### src/rtl/nzcv_pkg.sv
// Shared constants for the NZCV flag unit: opcodes, ARM condition codes, flag bit indices,
// and the condition evaluator used when NZCV_COND_EVAL_EN is defined.
package nzcv_pkg;

  localparam logic [3:0] OpAdd = 4'b0000;
  localparam logic [3:0] OpSub = 4'b0001;
  localparam logic [3:0] OpCmp = 4'b1000;
  localparam logic [3:0] OpCmn = 4'b1001;
  localparam logic [3:0] OpTst = 4'b1010;
  localparam logic [3:0] OpNop = 4'b1111;

  localparam logic [3:0] CondEq = 4'b0000;
  localparam logic [3:0] CondNe = 4'b0001;
  localparam logic [3:0] CondCs = 4'b0010;
  localparam logic [3:0] CondCc = 4'b0011;
  localparam logic [3:0] CondMi = 4'b0100;
  localparam logic [3:0] CondPl = 4'b0101;
  localparam logic [3:0] CondVs = 4'b0110;
  localparam logic [3:0] CondVc = 4'b0111;
  localparam logic [3:0] CondHi = 4'b1000;
  localparam logic [3:0] CondLs = 4'b1001;
  localparam logic [3:0] CondGe = 4'b1010;
  localparam logic [3:0] CondLt = 4'b1011;
  localparam logic [3:0] CondGt = 4'b1100;
  localparam logic [3:0] CondLe = 4'b1101;
  localparam logic [3:0] CondAl = 4'b1110;

  localparam int unsigned FlagN = 3;
  localparam int unsigned FlagZ = 2;
  localparam int unsigned FlagC = 1;
  localparam int unsigned FlagV = 0;

  function automatic logic cond_eval(input logic [3:0] cond, input logic [3:0] f);
    logic n, z, c, v;
    n = f[FlagN];
    z = f[FlagZ];
    c = f[FlagC];
    v = f[FlagV];
    case (cond)
      CondEq:  return z;
      CondNe:  return ~z;
      CondCs:  return c;
      CondCc:  return ~c;
      CondMi:  return n;
      CondPl:  return ~n;
      CondVs:  return v;
      CondVc:  return ~v;
      CondHi:  return c & ~z;
      CondLs:  return ~c | z;
      CondGe:  return n == v;
      CondLt:  return n != v;
      CondGt:  return ~z & (n == v);
      CondLe:  return z | (n != v);
      CondAl:  return 1'b1;
      default: return 1'b0;
    endcase
  endfunction

endpackage

### src/rtl/nzcv_flag_stack.sv
// Shadow flag LIFO for interrupt entry/exit. Entry 0 is always the top, so push/pop are
// plain shifts and no address arithmetic is needed.
module nzcv_flag_stack #(
  parameter int unsigned DEPTH = 4
) (
  input  logic                         clk,
  input  logic                         rst,
  input  logic                         push,
  input  logic                         pop,
  input  logic [3:0]                   din,
  output logic [3:0]                   dout,
  output logic [$clog2(DEPTH+1)-1:0]   cnt,
  output logic                         full,
  output logic                         empty
);

  localparam int unsigned CntW = $clog2(DEPTH + 1);

  logic [3:0]      mem_q [DEPTH];
  logic [3:0]      mem_d [DEPTH];
  logic [CntW-1:0] cnt_q, cnt_d;
  logic            wr_en, rd_en;

  assign full  = (cnt_q == CntW'(DEPTH));
  assign empty = (cnt_q == '0);
  assign wr_en = push & ~pop & ~full;
  assign rd_en = pop & ~push & ~empty;
  assign dout  = mem_q[0];
  assign cnt   = cnt_q;

  always_comb begin
    mem_d = mem_q;
    cnt_d = cnt_q;
    if (wr_en) begin
      mem_d[0] = din;
      for (int i = 1; i < DEPTH; i++) mem_d[i] = mem_q[i-1];
      cnt_d = cnt_q + CntW'(1);
    end else if (rd_en) begin
      for (int i = 0; i < DEPTH - 1; i++) mem_d[i] = mem_q[i+1];
      cnt_d = cnt_q - CntW'(1);
    end
  end

  always_ff @(posedge clk or posedge rst) begin
    if (rst) cnt_q <= '0;
    else     cnt_q <= cnt_d;
  end

  // Contents are don't-care after reset; only the occupancy is reset.
  always_ff @(posedge clk) begin
    mem_q <= mem_d;
  end

endmodule

### src/rtl/nzcv_flag_unit.sv
// NZCV flag register with shadow stack and condition evaluation.
// Optional: define NZCV_COND_EVAL_EN to enable cond decode; otherwise cond_pass is tied to 1.
module nzcv_flag_unit
  import nzcv_pkg::*;
#(
  parameter int unsigned WIDTH = 32,
  parameter int unsigned DEPTH = 4
) (
  input  logic                       clk,
  input  logic                       rst,
  input  logic                       valid,
  input  logic [3:0]                 opcode,
  input  logic                       s_bit,
  input  logic [WIDTH-1:0]           in_a,
  input  logic [WIDTH-1:0]           in_b,
  input  logic [WIDTH-1:0]           result,
  input  logic                       push,
  input  logic                       pop,
  input  logic [3:0]                 cond,
  output logic [3:0]                 flags,
  output logic                       cond_pass,
  output logic [$clog2(DEPTH+1)-1:0] stk_cnt,
  output logic                       stk_err
);

  logic [3:0] flags_q, flags_d;
  logic       err_q, err_d;
  logic [3:0] upd_flags;
  logic       upd, pop_ok;
  logic [3:0] stk_dout;
  logic       stk_full, stk_empty;
  logic       msb_a, msb_b, msb_r;

  nzcv_flag_stack #(
    .DEPTH(DEPTH)
  ) u_stack (
    .clk  (clk),
    .rst  (rst),
    .push (push),
    .pop  (pop),
    .din  (flags_q),
    .dout (stk_dout),
    .cnt  (stk_cnt),
    .full (stk_full),
    .empty(stk_empty)
  );

  assign msb_a = in_a[WIDTH-1];
  assign msb_b = in_b[WIDTH-1];
  assign msb_r = result[WIDTH-1];

  always_comb begin
    upd_flags        = flags_q;
    upd_flags[FlagN] = msb_r;
    upd_flags[FlagZ] = (result == '0);
    case (opcode)
      OpAdd, OpCmn: begin
        upd_flags[FlagC] = (result < in_a);
        upd_flags[FlagV] = (msb_a == msb_b) & (msb_r != msb_a);
      end
      OpSub, OpCmp: begin
        upd_flags[FlagC] = (in_a >= in_b);
        upd_flags[FlagV] = (msb_a != msb_b) & (msb_r != msb_a);
      end
      default: ;  // TST and logical ops keep C/V
    endcase
  end

  always_comb begin
    upd = valid & ((s_bit & (opcode != OpNop)) |
                   (opcode == OpCmp) | (opcode == OpCmn) | (opcode == OpTst));
    pop_ok = pop & ~push & ~stk_empty;
    // A successful pop overrides any same-cycle update.
    if (pop_ok)   flags_d = stk_dout;
    else if (upd) flags_d = upd_flags;
    else          flags_d = flags_q;
    err_d = err_q | (push & ~pop & stk_full) | (pop & ~push & stk_empty);
  end

  always_ff @(posedge clk or posedge rst) begin
    if (rst) begin
      flags_q <= '0;
      err_q   <= 1'b0;
    end else begin
      flags_q <= flags_d;
      err_q   <= err_d;
    end
  end

  assign flags   = flags_q;
  assign stk_err = err_q;

`ifdef NZCV_COND_EVAL_EN
  assign cond_pass = cond_eval(cond, flags_q);
`else
  logic unused_cond;
  assign unused_cond = ^cond;
  assign cond_pass   = 1'b1;
`endif

endmodule
### config.mk
export PLATFORM = sky130hd
export DESIGN_NAME = nzcv_flag_unit
export DESIGN_NICKNAME = d
export VERILOG_FILES = /design/src/rtl/nzcv_pkg.sv /design/src/rtl/nzcv_flag_stack.sv /design/src/rtl/nzcv_flag_unit.sv
export SDC_FILE = /design/constraint.sdc
export NUM_CORES = 1
export LEC_CHECK = 0
export ABC_CLOCK_PERIOD_IN_PS = 3700
export CORE_MARGIN = 2
export CORE_UTILIZATION = 40
export CTS_CLUSTER_DIAMETER = 200
export DETAILED_ROUTE_END_ITERATION = 8
export GPL_TIMING_DRIVEN = 0
export HOLD_SLACK_MARGIN = 0.08
export PLACE_DENSITY = 0.82
export SYNTH_ARGS = -nofsm -noshare
export SYNTH_HDL_FRONTEND = slang
export SYNTH_SLANG_ARGS = --single-unit
### constraint.sdc
create_clock -name clk -period 3.7 [get_ports clk]
set_input_delay 0.925 -clock clk [delete_from_list [all_inputs] [get_ports clk]]
set_output_delay 0.925 -clock clk [all_outputs]
set_load 0.1 [all_outputs]
==> results by group, run 1 <==
Finish
  • Nets: slightly above 600
  • Synthesis-to-layout area growth: 47.4%
  • FILL cells: just under 600
  • Core Util, Final: around three fifths
  • Share of cells above drive strength 1: 4.85%
  • Diode count: 0

CTS
  • Skew-Pair Late Insertion Delay: between 0.2 and 0.3 ns
  • Worst-path clk slew: 0.08 ns
  • Post-CTS Setup Inserts: 0
  • CTS Sinks: 24
  • H-tree depth: 1
  • Root buf cell: clkbuf_8
  • CTS buffer count: 3
  • CTS tree: yes
  • Largest buffer count on any clock path: 2
  • Hold-fix buffers, CTS: 0
  • Post-CTS sizing: 0

Critical path
  • CP bufs+invs: 3
  • CP top delay family: compound AO/OA/AOI/OAI gates
  • Worst-path fanout max: 14
  • CP arrival: ~3.5 ns
  • Worst Path Required: roughly 3.9 ns
  • Slowest-stage cell, CP: a211oi_1
  • Worst path cell trace: clkdlybuf4s50_1 > inv_1 > a211oi_1 > inv_1 > nand2_1 > mux2_2
  • Worst stage delay on the critical path: ~0.84 ns
  • Crit path top cell by count: inv_1
  • FF-to-FF setup slack: approximately 1.1 ns
  • Startpoint types: primary input
  • Critical Setup Path Class: in -> reg
  • Setup crit end kind: register

Yosys
  • Synth unique cells: 42
  • Syn_area_per_cell: between 8 and 9 um2
  • Async set-reset flop share out of synthesis: around a third
  • Synth Register Bits: 24
  • Compound-Gate Fraction of Synth Area: around 14%
  • Synth top area share: a little under 30%
  • Post-synth EDFFs: 16
  • Post-synthesis simple-gate area fraction: between 10% and 20%
  • Post-Syn Area: 0.00274 mm2
  • Synthesized netlist cell count: 316
  • Number of synthesis warnings: 0
  • Top_reg_cell synth: edfxtp_1
  • Main combinational cell family by area after synthesis: adder cells
  • Synth area leader: ha_1
  • Syn_nets: 490
  • Sequential fraction of the synthesis area: between 20% and 30%
  • Multiplexer share of the synthesized area: about 6.1%
  • Largest cells by area after synthesis: ha_1 29%, edfxtp_1 18%, inv_1 9.2%
  • Synth cell count leaders: 67 x inv_1, 63 x ha_1, 30 x a21oi_1, 22 x nand2_1, 16 x edfxtp_1
  • Most common cell in the synthesized netlist: inv_1
  • XOR/XNOR share of the synthesized area: 1.28%
  • Adder-cell share of the synthesized area: 29.5%

GRT
  • GR Util met3: under 10%
  • First-pass GRT wire length: ~11,000 um
  • Met1 global-route usage: between 20% and 30%
  • All-layer global routing usage: between 10% and 20%
  • Top Usage Layer GRT: met2
  • Largest net degree at the start of global routing: 15
  • Met2 global-route usage: between 30% and 40%
  • Initial antenna violation count: 0
  • Remaining Overflow, GRT: 0
  • Vias in the first global route: around 2.7k

Timing
  • RSZ-0062 raised after global routing: false
  • Crit share post-route: 89.8%
  • Sum Neg Setup Slack: 0 ns
  • Skew final: approximately 0.0028 ns
  • Slew @ Worst Pin: 1.02 ns
  • Setup Viol. Count Final: 0
  • Post-route minimum period: ~3.3 ns
  • Final hold slack: around 0.46 ns
  • Final hold vios: 0
  • Max Slew Vio Count: 0
  • Slew headroom: 31.6%
  • Achievable Freq: ~0.3 GHz

Detailed routing
  • WL final: slightly below 7000 um
  • Routed vias/inst: roughly 5.2
  • Drt first pass iters: 4
  • Initial DRC count: 31
  • Residual DRC: 0
  • ANT nets after route: 0
  • DR vias: approximately 2.7k
  • Wire per inst: about 14 um

Die
  • Initial Util: around 41%
  • Die width: between 80 and 90 um
  • Num rows: 30
  • Core area: ~0.0067 mm2
  • Top Ports: 119
  • Die Height: 86.7 um
  • Die ar.: between 0.007 and 0.008 mm2

Job
  • Max-cap violations: 0

Power and ir drop
  • Total Power: around 1.4 mW
  • Leakage: 1.89 nW
  • P per Cell Area: roughly 360 mW/mm2
  • Peak VDD IR: around 670 uV

Placement
  • PortBufs: about 110
  • GP Congestion: 0.834
  • Dpl hpwl: between 6000 and 7000 um

Min path
  • Worst min path class: reg -> reg

Run status
  • Status: completed
==> final cells by class <==
class | instances | area [um2] | area share, %
Multi-Input combinational cell | 222 | 1780 | 44.2
Timing Repair Buffer | 113 | 1130 | 28.0
Sequential cell | 24 | 681 | 16.9
Inverter | 67 | 251 | 6.23
Tap cell | 80 | 100 | 2.48
Clock buffer | 4 | 66.3 | 1.64
Buffer | 3 | 20.0 | 0.496
==> worst register-to-register path, delay by kind of cell, from the launching register on <==
| family | cells | cell delay (ns) |
|---|---|---|
| multiplexers | 1 | 0.41 |
| buffers and inverters | 1 | 0.20 |
| AND/OR/NAND/NOR | 2 | 0.63 |
| flip-flops | 1 | 0.45 |
| AO/OA/AOI/OAI | 1 | 0.86 |
==> layer usage <==
layer | routed length [um] | vias to the layer above
met3 | 337 | 8
met4 | 57 | 0
met5 | 0 | -
li1 | - | 1358
met2 | 3510 | 90
met1 | 3060 | 1231
==> per-stage QoR <==
stage,setup slack [ns],cell area (um2),std cells
6_report,0.378,4030,513
5_1_grt,0.217,4030,513
4_1_cts,0.413,4030,513
3_5_place_dp,0.151,3970,509
3_3_place_gp,0.227,3970,509
2_1_floorplan,0.962,2740,316
==> worst paths after layout <==
check | end | startpoint | cells past startpoint
max in group asynchronous | u_stack.cnt[0]$_DFFE_PP0P_ | rst | 2
min in group asynchronous | flags[1]$_DFFE_PP0P_ | rst | 2
worst min register to register | u_stack.mem_q[3]$_DFFE_PP_ | u_stack.mem_q[7]$_DFFE_PP_ | 0
worst max-delay path | u_stack.cnt[1]$_DFFE_PP0P_ | push | 6
worst min-delay path | u_stack.mem_q[3]$_DFFE_PP_ | u_stack.mem_q[7]$_DFFE_PP_ | 0
worst max register to register | u_stack.cnt[1]$_DFFE_PP0P_ | u_stack.cnt[0]$_DFFE_PP0P_ | 5
==> sequential cells by signal, indices dropped and copies added (netlist names) <==
name and count:
flags 4, u_stack.mem_q 12, u_stack.cnt 3, u_stack.dout 4, stk_err 1
==> placed cells by master (no fill, tap or decap), drive strengths merged, types with 2 or more instances in the layout <==
master and instances:
clkdlybuf4s50 113, inv 67, ha 63, a21oi 30
nand2 22, edfxtp 16, nor2 15, mux2 13
o21ai 10, nor4 9, nand4 9, dfrtp 8
nand3 5, nor3 4, a21o 4, and4 4
clkbuf 4, xor2 3, a211oi 3, nor2b 3
buf 3, a21boi 2, mux2i 2, a221oi 2
a2111oi 2
==> logic make-up (layout without fill, tap and decap cells) <==
logic type	Yosys count	in the layout
DFF	24	24
adders and majority gates	64	64
other	1	1
muxes	15	15
AOI/OAI and AO/OA	63	63
xor gates and xnor gates	4	4
and+or+nand+nor	75	75
buffers and inverters	70	187
==> report_power, final <==
part           internal [mW]  switching (mW)  leakage [nW]
clock                  0.118          0.0868        0.0339
combinational          0.310           0.488          1.62
sequential             0.380          0.0618         0.243
Note: power is estimated with default switching activity, not from simulation.
==> run 2, diff against run 1 <==
Settings changed: HOLD_SLACK_MARGIN 0.08 to 0.03, SLEW_MARGIN set to 10.
==> results of run 2 <==
The final DEF is identical to that of run 1; final timing and power are the same.
==> run 3, diff against run 2 <==
Settings changed: CORE_MARGIN 2 to 4.
==> results by group, run 3 (synthesized netlist as in run 1, its figures left out) <==
Finish
  • Commonest non-fill, non-tap cell in the layout: clkdlybuf4s50_1
  • Most frequent cells in the layout: 113 x clkdlybuf4s50_1, 67 x inv_1, 63 x ha_1, 30 x a21oi_1, 22 x nand2_1
  • Synthesis-to-layout area growth: 46.5%
  • Max reg flops: 12 (unchanged)
  • Top reg by flops: u_stack.mem_q
  • Nets: 608 (unchanged)
  • FILL cells: 551 (-5.5%)
  • Post-route design area: 0.00401 mm2 (-0.62%)
  • Diode count: 0 (unchanged)
  • Share of cells above drive strength 1: 4.62% (-0.23 points)
  • Fin cells: 510 (-0.58%)

Timing
  • Slew headroom: 34.2% (+2.6 points)
  • Max Slew Vio Count: 0 (unchanged)
  • Sum Neg Setup Slack: 0 ns (unchanged)
  • Slew @ Worst Pin: 0.983 ns (-0.0357 ns)
  • Crit share post-route: 86.7% (-3.1 points)
  • RSZ-0062 raised after global routing: false
  • Skew final: 0.00441 ns (+0.00162 ns)
  • Setup Viol. Count Final: 0 (unchanged)
  • Final hold vios: 0 (unchanged)
  • Final hold slack: 0.452 ns (-0.00700 ns)
  • Achievable Freq: 0.312 GHz (+3.6%)
  • Post-route minimum period: 3.21 ns (-0.115 ns)

Critical path
  • Critical Setup Path Class: in -> reg
  • Setup crit end kind: register
  • CP top delay family: compound AO/OA/AOI/OAI gates
  • Worst stage delay on the critical path: 0.78 ns (-0.06 ns)
  • Startpoint types: primary input
  • CP bufs+invs: 3 (unchanged)
  • CP arrival: 3.35 ns (-0.13 ns)
  • Crit path top cell by count: inv_1
  • Worst-path fanout max: 14 (unchanged)
  • Worst path cell trace: clkdlybuf4s50_1 > inv_1 > a211oi_1 > inv_1 > nand2_1 > mux2_2
  • Worst Path Required: 3.85 ns (about the same)
  • Slowest-stage cell, CP: a211oi_1

Run status
  • Status: completed

GRT
  • First-pass GRT wire length: 12,600 um (+11%)
  • Initial antenna violation count: 0 (unchanged)
  • Largest net degree at the start of global routing: 15 (unchanged)
  • Remaining Overflow, GRT: 0 (unchanged)
  • Vias in the first global route: 2,784 (+2.5%)
  • All-layer global routing usage: 17.9% (-0.50 points)

Die
  • Die width: 90.7 um (+4.6%)
  • Top Ports: 119 (unchanged)
  • Die Height: 90.7 um (+4.6%)
  • Num rows: 29 (-3.3%)
  • Initial Util: 42.1% (+1.4 points)
  • Die ar.: 0.00823 mm2 (+9.4%)
  • Core area: 0.00649 mm2 (-3.3%)

Job
  • Max-cap violations: 0 (unchanged)

CTS
  • Skew-Pair Late Insertion Delay: 0.26 ns (about the same)
  • CTS buffer count: 3 (unchanged)
  • Largest buffer count on any clock path: 2 (unchanged)
  • CTS Sinks: 24 (unchanged)
  • CTS tree: yes
  • Post-CTS Setup Inserts: 0 (unchanged)
  • Worst-path clk slew: 0.08 ns (about the same)
  • H-tree depth: 1 (unchanged)
  • Hold-fix buffers, CTS: 0 (unchanged)
  • Root buf cell: clkbuf_8
  • Post-CTS sizing: 0 (unchanged)

Power and ir drop
  • P per Cell Area: 346 mW/mm2 (-3.3%)
  • Peak VDD IR: 591 uV (-12%)
  • Leakage: 1.88 nW (-0.57%)

Detailed routing
  • WL final: 7420 um (+6.6%)
  • Residual DRC: 0 (unchanged)
  • ANT nets after route: 0 (unchanged)
  • Initial DRC count: 50 (+61%)
  • DR vias: 2,687 (unchanged)
  • Routed vias/inst: 5.27 (+0.59%)
  • Drt first pass iters: 4 (unchanged)
  • Wire per inst: 14.6 um (+7.2%)

Min path
  • Worst min path class: reg -> reg

Placement
  • GP Congestion: 0.871 (+4.4%)
  • PortBufs: 113 (unchanged)
  • Post-DP Area: 0.00396 mm2 (about the same)
  • Placed insts: 506 (-0.59%)
  • Dpl hpwl: 6640 um (+7.1%)
run 3: changes by cell type in the layout (fill, tap and decap cells not counted):
cell | before | now
clkinv_1 | 0 | 1
clkbuf_16 | 1 | 0
run 3: cell type report:
type | instances | area (um2) | area share, %
Multi-Input combinational cell | 222 | 1780 | 44.5
Inverter | 67 | 251 | 6.27
Sequential cell | 24 | 681 | 17.0
Timing Repair Buffer | 113 | 1130 | 28.2
Clock buffer | 3 | 41.3 | 1.03
Clock inverter | 1 | 3.75 | 0.0936
Buffer | 3 | 20.0 | 0.499
Tap cell | 77 | 96.3 | 2.40
run 3: report_power, final:
group | total (mW) | internal [mW] | switching (mW)
Combinational | 0.794 | 0.308 | 0.486
Clock | 0.152 | 0.0740 | 0.0778
Sequential | 0.442 | 0.380 | 0.0622
run 3: path summary, 6_finish.rpt:
| kind | to | cells after the start | slack (ns) | start |
|---|---|---|---|---|
| setup / recovery | u_stack.cnt[1]$_DFFE_PP0P_ | 6 | 0.49 | push |
| hold / removal | u_stack.mem_q[0]$_DFFE_PP_ | 0 | 0.45 | u_stack.mem_q[4]$_DFFE_PP_ |
| setup reg to reg | u_stack.cnt[1]$_DFFE_PP0P_ | 5 | 1.13 | u_stack.cnt[0]$_DFFE_PP0P_ |
| hold reg to reg | u_stack.mem_q[0]$_DFFE_PP_ | 0 | 0.45 | u_stack.mem_q[4]$_DFFE_PP_ |
| max in group asynchronous | stk_err$_DFF_PP0_ | 2 | 2.52 | rst |
| min in group asynchronous | flags[1]$_DFFE_PP0P_ | 2 | 0.93 | rst |
run 3: routing by layer:
layer	GRT usage (%)	up-vias	share of wire, %
met5	0	-	0
met4	2.04	0	0.50
met3	2.92	4	5.4
met2	33.5	87	50
met1	22.1	1239	44
li1	-	1357	-
run 3: through the flow:
step | worst slack (ns) | total power [mW] | util, %
2_1_floorplan | 0.962 | 0.958 | -
3_3_place_gp | 0.205 | 1.22 | 61.0
3_5_place_dp | 0.177 | 1.25 | 61.0
4_1_cts | 0.448 | 1.40 | 61.7
5_1_grt | 0.294 | 1.48 | 61.7
6_report | 0.493 | 1.39 | 61.7
